<file path="config.mk">
export PLATFORM = sky130hd
export DESIGN_NAME = universal_shift_register_flat
export DESIGN_NICKNAME = d
export VERILOG_FILES = /design/src/rtl/usr_if.sv /design/src/rtl/universal_shift_register.sv /design/src/flat_wrapper.sv
export SDC_FILE = /design/constraint.sdc
export NUM_CORES = 1
export LEC_CHECK = 0
export ABC_CLOCK_PERIOD_IN_PS = 1100
export BUFFER_PORTS_ARGS = -buffer_cell sky130_fd_sc_hd__buf_2
export CAP_MARGIN = 10
export CORE_AREA = 2 2 39 41
export CTS_CLUSTER_DIAMETER = 150
export DETAILED_ROUTE_END_ITERATION = 7
export DIE_AREA = 0 0 41 43
export MAX_ROUTING_LAYER = met4
export PLACE_DENSITY = 0.67
export SLEW_MARGIN = 0
export SYNTH_ARGS = -nofsm -noshare
export SYNTH_HDL_FRONTEND = slang
export SYNTH_SLANG_ARGS = --single-unit
export TNS_END_PERCENT = 20
</file>
<file path="constraint.sdc">
create_clock -name clk -period 1.1 [get_ports clk]
set_clock_uncertainty 0.1 [all_clocks]
set_input_delay 0.22 -clock clk [delete_from_list [all_inputs] [get_ports clk]]
set_output_delay 0.22 -clock clk [all_outputs]
set_load 0.03 [all_outputs]
</file>
<file path="src/rtl/usr_if.sv">
// Bus bundle for the universal shift register: control, serial/parallel data in,
// register contents and serial taps out.
interface usr_if #(
    parameter int WIDTH = 4
);
    logic             en;
    logic [1:0]       mode;
    logic             sin_r;
    logic             sin_l;
    logic [WIDTH-1:0] pin;
    logic [WIDTH-1:0] q;
    logic             sout_r;
    logic             sout_l;
    logic             word_valid;

    modport master (
        output en, mode, sin_r, sin_l, pin,
        input  q, sout_r, sout_l, word_valid
    );

    modport slave (
        input  en, mode, sin_r, sin_l, pin,
        output q, sout_r, sout_l, word_valid
    );
endinterface

</file>
<file path="src/rtl/universal_shift_register.sv">
// Universal shift register with hold / shift right / shift left / parallel load,
// plus a per-direction bit counter that strobes word_valid when a full serial word lands.
module universal_shift_register #(
    parameter int WIDTH = 4
) (
    input  logic  clk,
    input  logic  rst,
    usr_if.slave  bus
);
    localparam int CNT_W = (WIDTH > 2) ? $clog2(WIDTH) : 1;
    localparam logic [CNT_W-1:0] CNT_LAST = CNT_W'(WIDTH - 1);

    typedef enum logic [1:0] {
        MODE_HOLD  = 2'b00,
        MODE_RIGHT = 2'b01,
        MODE_LEFT  = 2'b10,
        MODE_LOAD  = 2'b11
    } mode_e;

    typedef enum logic {
        DIR_RIGHT = 1'b0,
        DIR_LEFT  = 1'b1
    } dir_e;

    logic [WIDTH-1:0] q_q, q_d;
    logic [CNT_W-1:0] cnt_q, cnt_d;
    dir_e             dir_q, dir_d;
    logic             word_valid_q, word_valid_d;

    logic             shifting;
    dir_e             shift_dir;
    mode_e            mode;

    assign mode = mode_e'(bus.mode);

    // NOTE: every signal written here gets a default first, so no path leaves one unassigned and no latch is inferred.
    always_comb begin
        q_d          = q_q;
        cnt_d        = cnt_q;
        dir_d        = dir_q;
        word_valid_d = 1'b0;
        shifting     = 1'b0;
        shift_dir    = dir_q;

        if (bus.en) begin
            case (mode)
                MODE_RIGHT: begin
                    q_d       = {bus.sin_r, q_q[WIDTH-1:1]};
                    shifting  = 1'b1;
                    shift_dir = DIR_RIGHT;
                end
                MODE_LEFT: begin
                    q_d       = {q_q[WIDTH-2:0], bus.sin_l};
                    shifting  = 1'b1;
                    shift_dir = DIR_LEFT;
                end
                MODE_LOAD: begin
                    q_d   = bus.pin;
                    cnt_d = '0;
                end
                default: ;
            endcase
        end

        // A direction change restarts the word; this shift is already its first bit.
        if (shifting) begin
            if (shift_dir != dir_q) begin
                dir_d = shift_dir;
                cnt_d = CNT_W'(1);
            end else if (cnt_q == CNT_LAST) begin
                cnt_d        = '0;
                word_valid_d = 1'b1;
            end else begin
                cnt_d = cnt_q + CNT_W'(1);
            end
        end
    end

    // NOTE: sequential state uses non-blocking assignments so all registers update together on the edge.
    always_ff @(posedge clk) begin
        if (!rst) begin
            q_q          <= '0;
            cnt_q        <= '0;
            dir_q        <= DIR_RIGHT;
            word_valid_q <= 1'b0;
        end else begin
            q_q          <= q_d;
            cnt_q        <= cnt_d;
            dir_q        <= dir_d;
            word_valid_q <= word_valid_d;
        end
    end

    assign bus.q          = q_q;
    assign bus.sout_r     = q_q[0];
    assign bus.sout_l     = q_q[WIDTH-1];
    assign bus.word_valid = word_valid_q;
endmodule

</file>
<file path="src/flat_wrapper.sv">
// flat-port wrapper written by rule: the top's interface ports become plain ports
module universal_shift_register_flat 
#(
    parameter int WIDTH = 4
)
  (clk, rst, bus_en, bus_mode, bus_sin_r, bus_sin_l, bus_pin, bus_q, bus_sout_r, bus_sout_l, bus_word_valid);
  usr_if #(.WIDTH(WIDTH)) bus_i ();
  input  logic clk;
  input  logic rst;
  input wire logic [$bits(bus_i.en)-1:0] bus_en;
  input wire logic [$bits(bus_i.mode)-1:0] bus_mode;
  input wire logic [$bits(bus_i.sin_r)-1:0] bus_sin_r;
  input wire logic [$bits(bus_i.sin_l)-1:0] bus_sin_l;
  input wire logic [$bits(bus_i.pin)-1:0] bus_pin;
  output wire logic [$bits(bus_i.q)-1:0] bus_q;
  output wire logic [$bits(bus_i.sout_r)-1:0] bus_sout_r;
  output wire logic [$bits(bus_i.sout_l)-1:0] bus_sout_l;
  output wire logic [$bits(bus_i.word_valid)-1:0] bus_word_valid;
  assign bus_i.en = bus_en;
  assign bus_i.mode = bus_mode;
  assign bus_i.sin_r = bus_sin_r;
  assign bus_i.sin_l = bus_sin_l;
  assign bus_i.pin = bus_pin;
  assign bus_q = bus_i.q;
  assign bus_sout_r = bus_i.sout_r;
  assign bus_sout_l = bus_i.sout_l;
  assign bus_word_valid = bus_i.word_valid;
  universal_shift_register #(.WIDTH(WIDTH)) u_core (.clk(clk), .rst(rst), .bus(bus_i));
endmodule
</file>
==> results of run 1 <==
tightest hold or removal path, cell delays in order:
cell,delay [ns]
buf_2,0.10
nand2_1,0.04
a31oi_1,0.07
final cells by class:
class / count / area [sq um] / share of cell area
multi-input cells: 36 / 265.3 / 0.4362
flip-flops and latches: 8 / 165.2 / 0.2716
well taps: 16 / 20.02 / 0.03292
clock buffers: 3 / 22.52 / 0.03704
inverters: 2 / 10.01 / 0.01646
repair buffers: 18 / 125.1 / 0.2058
path summary, 6_finish.rpt:
kind              slack (ns)  cells past startpoint         endpoint
hold / removal          0.11                      3  u_core.bus.q[3]
setup reg to reg        0.08                      2  u_core.cnt_q[1]
setup / recovery        0.01                      1       bus_sout_l
hold reg to reg         0.39                      2  u_core.bus.q[2]
report_power, final:
part | internal [W] | switching, W
Clock | 0.000126 | 0.000110
Sequential | 0.000310 | 0.0000180
Combinational | 0.0000816 | 0.0000981
Yosys cell counts:
master	count	area, sq um
nand3_1	3	15.01
buf_6	1	11.26
nor2_2	1	6.260
and2_2	1	7.510
and2b_2	1	8.760
o21ai_0	6	30.03
nor2_1	3	11.26
xor2_2	1	16.27
a31oi_1	4	25.02
a32o_1	1	10.01
inv_1	2	7.510
dfxtp_1	8	160.2
a21boi_0	1	7.510
ha_1	4	50.05
nand2_1	6	22.52
buf_4	2	15.01
a22oi_1	4	30.03
flip-flops by register name (all words and copies together) (netlist names):
| signal | count |
|---|---|
| u_core.cnt_q | 2 |
| u_core.bus.q | 4 |
| u_core.bus.word_valid | 1 |
| u_core.dir_q | 1 |
logic make-up (layout without fill, tap and decap cells):
family,Yosys count,after routing,share of synthesized area
DFF,8,8,0.3689
AOI/OAI and AO/OA,16,16,0.2363
buffers and inverters,5,23,0.07780
and+or+nand+nor,15,15,0.1643
adders and majority gates,4,4,0.1153
xor gates and xnor gates,1,1,0.03747
placed cells by master, fill, tap and decap left out, types with 2 or more instances in the layout:
cell type,synthesis,routed
a22oi_1,4,4
a31oi_1,4,4
buf_2,0,10
buf_4,2,4
buf_6,1,4
clkbuf_4,0,3
dfxtp_1,8,4
dfxtp_2,0,4
ha_1,4,2
ha_4,0,2
nand2_1,6,6
nand3_1,3,3
nor2_1,3,3
o21ai_0,6,6
layer usage:
layer	vias up	track usage	routed length [microns]
met1	186	0.1576	423
li1	210	-	-
met2	11	0.1469	408
met3	5	0.04712	43
met4	0	0.1200	34
met5	-	-	0
per-stage QoR:
stage	power (W)	hold WS [ns]
final	0.0007430	0.1138
after global routing	0.0007829	0.1263
after CTS	0.0007418	0.1213
after detailed placement	0.0004933	0.3918
after global placement	0.0004888	0.3806
after floorplan	0.0004401	0.2583
==> results by group, run 1 <==
Flow run
  – # Max-Cap Violations: 0

Logic synthesis
  – Sequential fraction of the synthesis area: 0.3689
  – Register bit total from synthesis: 8
  – Synth warn: 0
  – Post-synthesis cell area: 434.2 sq um
  – Synth cell types: 17
  – Post-Syn Area per Cell: 8.861 sq um
  – Mapped Cells: 49
  – Syn nets: 64

CTS
  – Post-CTS Setup Inserts: 0
  – Number of clock sinks: 8
  – Worst-Skew Late Latency: 0.26 ns
  – Hold Buf Count CTS: 0
  – Clk slew on worst S/H paths: around 0.060 ns
  – Post-CTS resize count: 12
  – H-tree depth: 1
  – Clk root buf: clkbuf_4
  – Num CTS Buffers: 3
  – Clock tree buffer depth: 2
  – CTS tree: built

Timing
  – Worst slew pin tran: around 0.24 ns
  – # setup viols final: 0
  – Final Worst Setup Slack: approximately 0.013 ns
  – Slew Limit Fails: 0
  – Final hold viol count: 0
  – F_max: 0.9201 GHz
  – Final Critical Period: around 1.1 ns
  – RSZ-0062 raised after global routing: true
  – Setup TNS: 0 ns
  – Relative slew slack: 0.8426
  – Final cycle utilization of the critical path: 0.9881

Power
  – Pwr dens: about 1200 mW/mm^2
  – VDD IR max: 0.4683 mV
  – Leak: 0.2659 nW

Global route
  – Grt ovf: 0
  – First-pass GRT wire length: roughly 1400 microns
  – Vias in the first global route: 330
  – Initial antenna violation count: 0
  – Pin count of the biggest net entering global routing: 9
  – Total Routing Usage GR: 0.1265

Final layout
  – Synthesis-to-layout area growth: 40.06%
  – Share of post-route cells with drive strength above 1: 0.4776
  – # diodes: 0
  – Final Non-Filler Cells: between 80 and 90
  – Finished Cell Area: ~610 sq um
  – Fillers: ~140
  – Fin util: 0.4394
  – Nets@finish: 84

Detailed routing
  – DR pass1 iterations: 4
  – Total wire length after detailed routing: 910 microns
  – # DRC: 0
  – DR WL/cell: ~11 microns
  – Initial DRC count: 5
  – Via count: 412
  – Routed Antenna Nets: 0
  – Vias/cell: 4.964

Critical path
  – Worst EP required: 0.78 ns
  – Critical path, cell by cell: buf_4
  – Worst reg2reg startpoint: u_core.cnt_q[0]
  – Max FO, Critical Path: 4
  – Setup crit start: u_core.bus.q[3]
  – CP max stage delay: 0.35 ns
  – Critical path class: reg -> out
  – CP Data Arrival Time: 0.77 ns
  – Startpoint Class: flip-flop
  – Buf+Inv Stages, Crit Path: 1
  – Largest delay share family, worst path: flip-flops
  – CP endpoint kind: output pin
  – Slowest-stage cell, CP: dfxtp_2

Placement
  – PortBufs: 17
  – Routability cong.: between 0.7 and 0.8
  – Dpl cells: 80
  – Hpwl dp: 692.4 microns
  – Cell Area, Placed: 548.0 sq um
  – Pre-CTS worst setup slack: -0.1869 ns

Floorplanning
  – Cell row count: 14
  – Initial Utilization: 0.3137
  – Top Ports: 18
  – Die Y: 43 microns
  – Die Area: 0.001763 sq mm
  – Placeable Area: 0.001384 sq mm
  – Die Width: just over 40 microns

Hold path
  – Min-delay src: bus_sin_r
  – Worst min path class: in -> reg

Outcome
  – Status: completed
(Power assumes the default switching activity.)
==> run 2: changes to the inputs <==
CTS_CLUSTER_SIZE = 12   (was default)
REMOVE_ABC_BUFFERS = 1   (was default)
==> results by group, run 2 (synthesis gave the netlist of run 1 again) <==
Timing
  – F_max: 0.8817 GHz (was 0.9201 GHz)
  – # setup viols final: 1 (was 0)
  – Final cycle utilization of the critical path: 1.031 (was 0.9881)
  – Relative slew slack: 0.8343 (was 0.8426)
  – Final Critical Period: 1.134 ns (was 1.087 ns)
  – Worst slew pin tran: 0.2486 ns (was 0.2360 ns)
  – Slew Limit Fails: 0 (unchanged)
  – Final hold viol count: 0 (unchanged)
  – Final Worst Setup Slack: -0.03418 ns (was 0.01313 ns)
  – RSZ-0062 raised after global routing: true (unchanged)

Final layout
  – Synthesis-to-layout area growth: 41.21% (was 40.06%)
  – Share of post-route cells with drive strength above 1: 0.4714 (was 0.4776)
  – Finished Cell Area: 613.1 sq um (was 608.1 sq um)
  – Nets@finish: 87 (was 84)
  – Fin util: 0.4430 (was 0.4394)
  – Most frequent cells in the layout: buf_2, nand2_1, buf_6, o21ai_0 (was buf_2, nand2_1, o21ai_0)
  – Final Non-Filler Cells: 86 (was 83)
  – # diodes: 0 (unchanged)
  – Commonest non-fill, non-tap cell in the layout: buf_2 (unchanged)
  – Flip-flop count of the largest register after layout: 4 (unchanged)

Critical path
  – Cell depth of the worst setup path: 6 (was 1)
  – Reg-to-reg endpoint: u_core.cnt_q[1] (unchanged)
  – CP endpoint kind: flip-flop (was output pin)
  – CP Data Arrival Time: 1.20 ns (was 0.77 ns)
  – CP max stage delay: 0.27 ns (was 0.35 ns)
  – Critical path class: in -> reg (was reg -> out)
  – Startpoint Class: input pin (was flip-flop)
  – Max FO, Critical Path: 6 (was 4)
  – Worst EP required: 1.17 ns (was 0.78 ns)
  – Critical path, cell by cell: buf_2 > buf_4 > ha_1 > nor2_2 > nand2_1 > a31oi_1 (was buf_4)
  – Largest delay share family, worst path: simple AND/OR/NAND/NOR gates (was flip-flops)
  – Slowest-stage cell, CP: ha_1 (was dfxtp_2)
  – Reg-to-reg setup timing slack: 0.08 ns (about the same)
  – Reg2Reg Depth: 2 (unchanged)
  – Setup crit start: bus_mode[0] (was u_core.bus.q[3])
  – Worst reg2reg startpoint: u_core.cnt_q[0] (unchanged)
  – Setup crit end: u_core.bus.q[1] (was bus_sout_l)
  – Buf+Inv Stages, Crit Path: 2 (was 1)

Placement
  – Routability cong.: 0.7532 (was 0.7336)
  – Dpl cells: 83 (was 80)
  – Hpwl dp: 684.8 microns (was 692.4 microns)
  – PortBufs: 17 (unchanged)
  – Cell Area, Placed: 543.0 sq um (was 548.0 sq um)

Hold path
  – Worst min path class: in -> reg (unchanged)
  – Min-delay src: bus_sin_r (unchanged)

Floorplanning
  – Placeable Area: 0.001384 sq mm (unchanged)
  – Die Area: 0.001763 sq mm (unchanged)
  – Top Ports: 18 (unchanged)
  – Initial Utilization: 0.3137 (unchanged)
  – Cell row count: 14 (unchanged)
  – Die Y: 43 microns (unchanged)
  – Die Width: 41 microns (unchanged)

Detailed routing
  – # DRC: 0 (unchanged)
  – DR WL/cell: 11.33 microns (was 10.96 microns)
  – Routed Antenna Nets: 0 (unchanged)
  – Via count: 426 (was 412)
  – Total wire length after detailed routing: 974 microns (was 910 microns)
  – DR pass1 iterations: 4 (unchanged)
  – Initial DRC count: 10 (was 5)
  – Vias/cell: 4.953 (was 4.964)

Global route
  – Vias in the first global route: 360 (was 330)
  – First-pass GRT wire length: 1428 microns (was 1386 microns)
  – Met2 Track Usage GR: 0.1469 (unchanged)
  – Total Routing Usage GR: 0.1250 (was 0.1265)
  – Gr busiest metal: met1 (unchanged)
  – Pin count of the biggest net entering global routing: 9 (unchanged)
  – Grt ovf: 0 (unchanged)
  – Grt met3 use: 0.04712 (unchanged)
  – Initial antenna violation count: 0 (unchanged)
  – Met1 Use GR: 0.1726 (was 0.1576)

CTS
  – Number of clock sinks: 8 (unchanged)
  – Clock tree buffer depth: 2 (unchanged)
  – Clk root buf: clkbuf_4 (unchanged)
  – Hold Buf Count CTS: 0 (unchanged)
  – H-tree depth: 1 (unchanged)
  – Num CTS Buffers: 3 (unchanged)
  – CTS tree: built (unchanged)
  – Post-CTS Setup Inserts: 0 (unchanged)
  – Worst-Skew Late Latency: 0.25 ns (was 0.26 ns)
  – Clk slew on worst S/H paths: 0.05 ns (was 0.06 ns)

Flow run
  – # Max-Cap Violations: 0 (unchanged)

Power
  – Leak: 0.2824 nW (was 0.2659 nW)
  – Pwr dens: 1209 mW/mm^2 (was 1222 mW/mm^2)
  – VDD IR max: 0.6960 mV (was 0.4683 mV)

Outcome
  – Status: finished, violations left (was completed)
  – Failing checks: negative setup slack
[run 2: cell types whose count changed in the layout (fill, tap and decap cells not counted)]
cell      delta
ha_1         +1
o21ai_0      -1
inv_4        -1
buf_6        +2
ha_4         -2
clkbuf_4     +1
o21ai_1      +1
inv_1        +1
ha_2         +1
[run 2: worst register-to-register path: cells and delay by family (launching register included)]
kind | cells | cell delay (ns)
AOI/OAI and AO/OA | 1 | 0.20
adders and majority gates | 1 | 0.28
DFF | 1 | 0.32
[run 2: layout make-up]
type / count / area, sq um
well taps: 16 / 20.02
clock buffers: 3 / 22.52
inverters: 2 / 7.507
fillers: 138 / 770.7
repair buffers: 21 / 155.1
multi-input cells: 36 / 242.7
flip-flops and latches: 8 / 165.2
[run 2: how the worst min path moves through the flow]
stage / end / slack [ns] / cells after the start
global placement: u_core.bus.q[3] / 0.38 / 3
detailed placement: u_core.bus.q[3] / 0.39 / 3
CTS: u_core.bus.q[3] / 0.12 / 3
finish: u_core.bus.q[3] / 0.11 / 3
floorplan: u_core.bus.q[0] / 0.26 / 2
global route: u_core.bus.q[3] / 0.13 / 3
[run 2: where the power goes]
group | internal (W) | switching [W]
clock | 0.000125 | 0.000103
combinational | 0.0000859 | 0.0000975
sequential | 0.000310 | 0.0000191
total | 0.000521 | 0.000220
[run 2: repair_timing]
item                       4_1_cts  5_1_grt
hold endpoints to repair         0        0
setup endpoints to repair        6       13
pin swaps                        0        0
resized for setup                8       11
[run 2: stage by stage]
step	setup slack [ns]	setup TNS [ns]	power, W	hold WS (ns)
after floorplan	-0.09761	-0.4128	0.0004221	0.2583
after global placement	-0.2172	-1.540	0.0004862	0.3827
after detailed placement	-0.2363	-1.643	0.0004889	0.3877
after CTS	-0.02389	-0.1095	0.0007287	0.1160
after global routing	-0.08518	-0.1104	0.0007763	0.1292
final	-0.03418	-0.03418	0.0007412	0.1128
[run 2: routing by layer]
| metal | up-vias | part of all wire |
|---|---|---|
| met2 | 16 | 0.52 |
| met3 | 2 | 0.065 |
| li1 | 217 | - |
| met5 | - | 0 |
| met1 | 191 | 0.41 |
| met4 | 0 | 0.0082 |
==> run 3: changes to the inputs <==
GPL_TIMING_DRIVEN = 0   (was default)
==> results by group, run 3 (synthesis gave the netlist of run 1 again) <==
Detailed routing
  – DR WL/cell: 10.38 microns (was 11.33 microns)
  – # DRC: 0 (unchanged)
  – Routed Antenna Nets: 0 (unchanged)
  – Vias/cell: 5.024 (was 4.953)
  – DR pass1 iterations: 4 (unchanged)
  – Initial DRC count: 17 (was 10)
  – Total wire length after detailed routing: 851 microns (was 974 microns)
  – Via count: 412 (was 426)

Critical path
  – Max FO, Critical Path: 4 (was 6)
  – Reg-to-reg setup timing slack: 0.09 ns (was 0.08 ns)
  – Buf+Inv Stages, Crit Path: 1 (was 2)
  – Setup crit start: u_core.bus.q[0] (was bus_mode[0])
  – Worst reg2reg startpoint: u_core.cnt_q[0] (unchanged)
  – Worst EP required: 0.78 ns (was 1.17 ns)
  – CP max stage delay: 0.36 ns (was 0.27 ns)
  – CP endpoint kind: output pin (was flip-flop)
  – Slowest-stage cell, CP: dfxtp_2 (was ha_1)
  – CP Data Arrival Time: 0.75 ns (was 1.20 ns)
  – Critical path, cell by cell: buf_6 (was buf_2 > buf_4 > ha_1 > nor2_2 > nand2_1 > a31oi_1)
  – Startpoint Class: flip-flop (was input pin)
  – Largest delay share family, worst path: flip-flops (was simple AND/OR/NAND/NOR gates)
  – Critical path class: reg -> out (was in -> reg)

CTS
  – Clk slew on worst S/H paths: 0.05 ns (about the same)
  – Clk root buf: clkbuf_4 (unchanged)
  – H-tree depth: 1 (unchanged)
  – CTS tree: built (unchanged)
  – Num CTS Buffers: 3 (unchanged)
  – Post-CTS Setup Inserts: 0 (unchanged)
  – Hold Buf Count CTS: 0 (unchanged)
  – Number of clock sinks: 8 (unchanged)
  – Clock tree buffer depth: 2 (unchanged)
  – Worst-Skew Late Latency: 0.25 ns (about the same)

Global route
  – Total Routing Usage GR: 0.1176 (was 0.1250)
  – Grt ovf: 0 (unchanged)
  – Pin count of the biggest net entering global routing: 9 (unchanged)
  – First-pass GRT wire length: 1331 microns (was 1428 microns)
  – Initial antenna violation count: 0 (unchanged)
  – Vias in the first global route: 336 (was 360)

Floorplanning
  – Placeable Area: 0.001384 sq mm (unchanged)
  – Initial Utilization: 0.3137 (unchanged)
  – Die Y: 43 microns (unchanged)
  – Cell row count: 14 (unchanged)
  – Top Ports: 18 (unchanged)
  – Die Width: 41 microns (unchanged)
  – Die Area: 0.001763 sq mm (unchanged)

Power
  – VDD IR max: 0.6107 mV (was 0.6960 mV)
  – Total Power: 0.0007077 W (was 0.0007412 W)
  – Leak: 0.2617 nW (was 0.2824 nW)
  – Pwr dens: 1230 mW/mm^2 (was 1209 mW/mm^2)

Final layout
  – Fillers: 142 (was 138)
  – Commonest non-fill, non-tap cell in the layout: buf_2 (unchanged)
  – Nets@finish: 83 (was 87)
  – Flip-flop count of the largest register after layout: 4 (unchanged)
  – Most frequent cells in the layout: buf_2, nand2_1, o21ai_0 (was buf_2, nand2_1, buf_6, o21ai_0)
  – Fin util: 0.4159 (was 0.4430)
  – Synthesis-to-layout area growth: 32.56% (was 41.21%)
  – # diodes: 0 (unchanged)
  – Share of post-route cells with drive strength above 1: 0.4394 (was 0.4714)

Placement
  – PortBufs: 17 (unchanged)
  – Hpwl dp: 668.2 microns (was 684.8 microns)
  – Routability cong.: 0.7405 (was 0.7532)

Timing
  – # setup viols final: 0 (was 1)
  – Final Critical Period: 1.067 ns (was 1.134 ns)
  – Final hold viol count: 0 (unchanged)
  – Relative slew slack: 0.8434 (was 0.8343)
  – Slew Limit Fails: 0 (unchanged)
  – Final cycle utilization of the critical path: 0.9699 (was 1.031)
  – F_max: 0.9373 GHz (was 0.8817 GHz)
  – Worst slew pin tran: 0.2350 ns (was 0.2486 ns)
  – RSZ-0062 raised after global routing: true (unchanged)
  – Hold WS: 0.1330 ns (was 0.1128 ns)

Hold path
  – Min-delay src: bus_sin_r (unchanged)
  – Worst min path class: in -> reg (unchanged)

Outcome
  – Status: completed (was finished, violations left)

Flow run
  – # Max-Cap Violations: 0 (unchanged)
==> run 3: changes by cell type in the layout (fill, tap and decap cells not counted), sizes merged <==
cell	before	now
clkbuf	4	3
buf	20	17
==> run 3: final timing paths <==
| path | end | cells past startpoint |
|---|---|---|
| worst max-delay path | bus_q[0] | 1 |
| worst min register to register | u_core.dir_q | 2 |
| worst max register to register | u_core.cnt_q[1] | 2 |
| worst min-delay path | u_core.bus.q[3] | 3 |
==> run 3: cell type report <==
class / instances / area (sq um) / area share
Multi-Input combinational cell: 36 / 242.7 / 0.4217
Sequential cell: 8 / 167.7 / 0.2913
Clock buffer: 3 / 22.52 / 0.03913
Inverter: 2 / 7.507 / 0.01304
Tap cell: 16 / 20.02 / 0.03478
Timing Repair Buffer: 17 / 115.1 / 0.2000
==> run 3: worst register-to-register path, delay by kind of cell (launching register included) <==
kind,cells,cell delay (ns)
flops,1,0.32
fa+ha+maj,1,0.28
compound gates,1,0.20
==> run 3: layer usage <==
metal  vias to the layer above  routed length (microns)  GRT usage
met1                       189                      373     0.1429
li1                        210                        -          -
met3                         2                       44    0.07853
met2                        11                      419     0.1531
met5                         -                        0          -
met4                         0                       13    0.04000
==> run 3: per-stage QoR <==
step / worst slack (ns) / TNS, ns / instance area [sq um] / std cells
4_1_cts: -0.03297 / -0.1254 / 558.0 / 82
3_3_place_gp: -0.3003 / -1.547 / 513.0 / 79
6_report: 0.03309 / 0 / 575.6 / 82
3_5_place_dp: -0.3054 / -1.705 / 513.0 / 79
2_1_floorplan: -0.09761 / -0.4128 / 407.9 / 46
5_1_grt: -0.004850 / -0.009122 / 575.6 / 82
==> run 3: repair_timing <==
| item | CTS | global route |
|---|---|---|
| gates resized for setup | 9 | 10 |
| hold endpoints to repair | 0 | 0 |
| cloned | 0 | 0 |
| setup endpoints to repair | 8 | 7 |
==> run 3: power by group <==
group	internal [W]	total [W]	leakage [nW]	switching (W)
Clock	0.000124	0.000216	0.0138	0.0000915
Combinational	0.0000719	0.000164	0.181	0.0000924
Sequential	0.000310	0.000328	0.0672	0.0000180
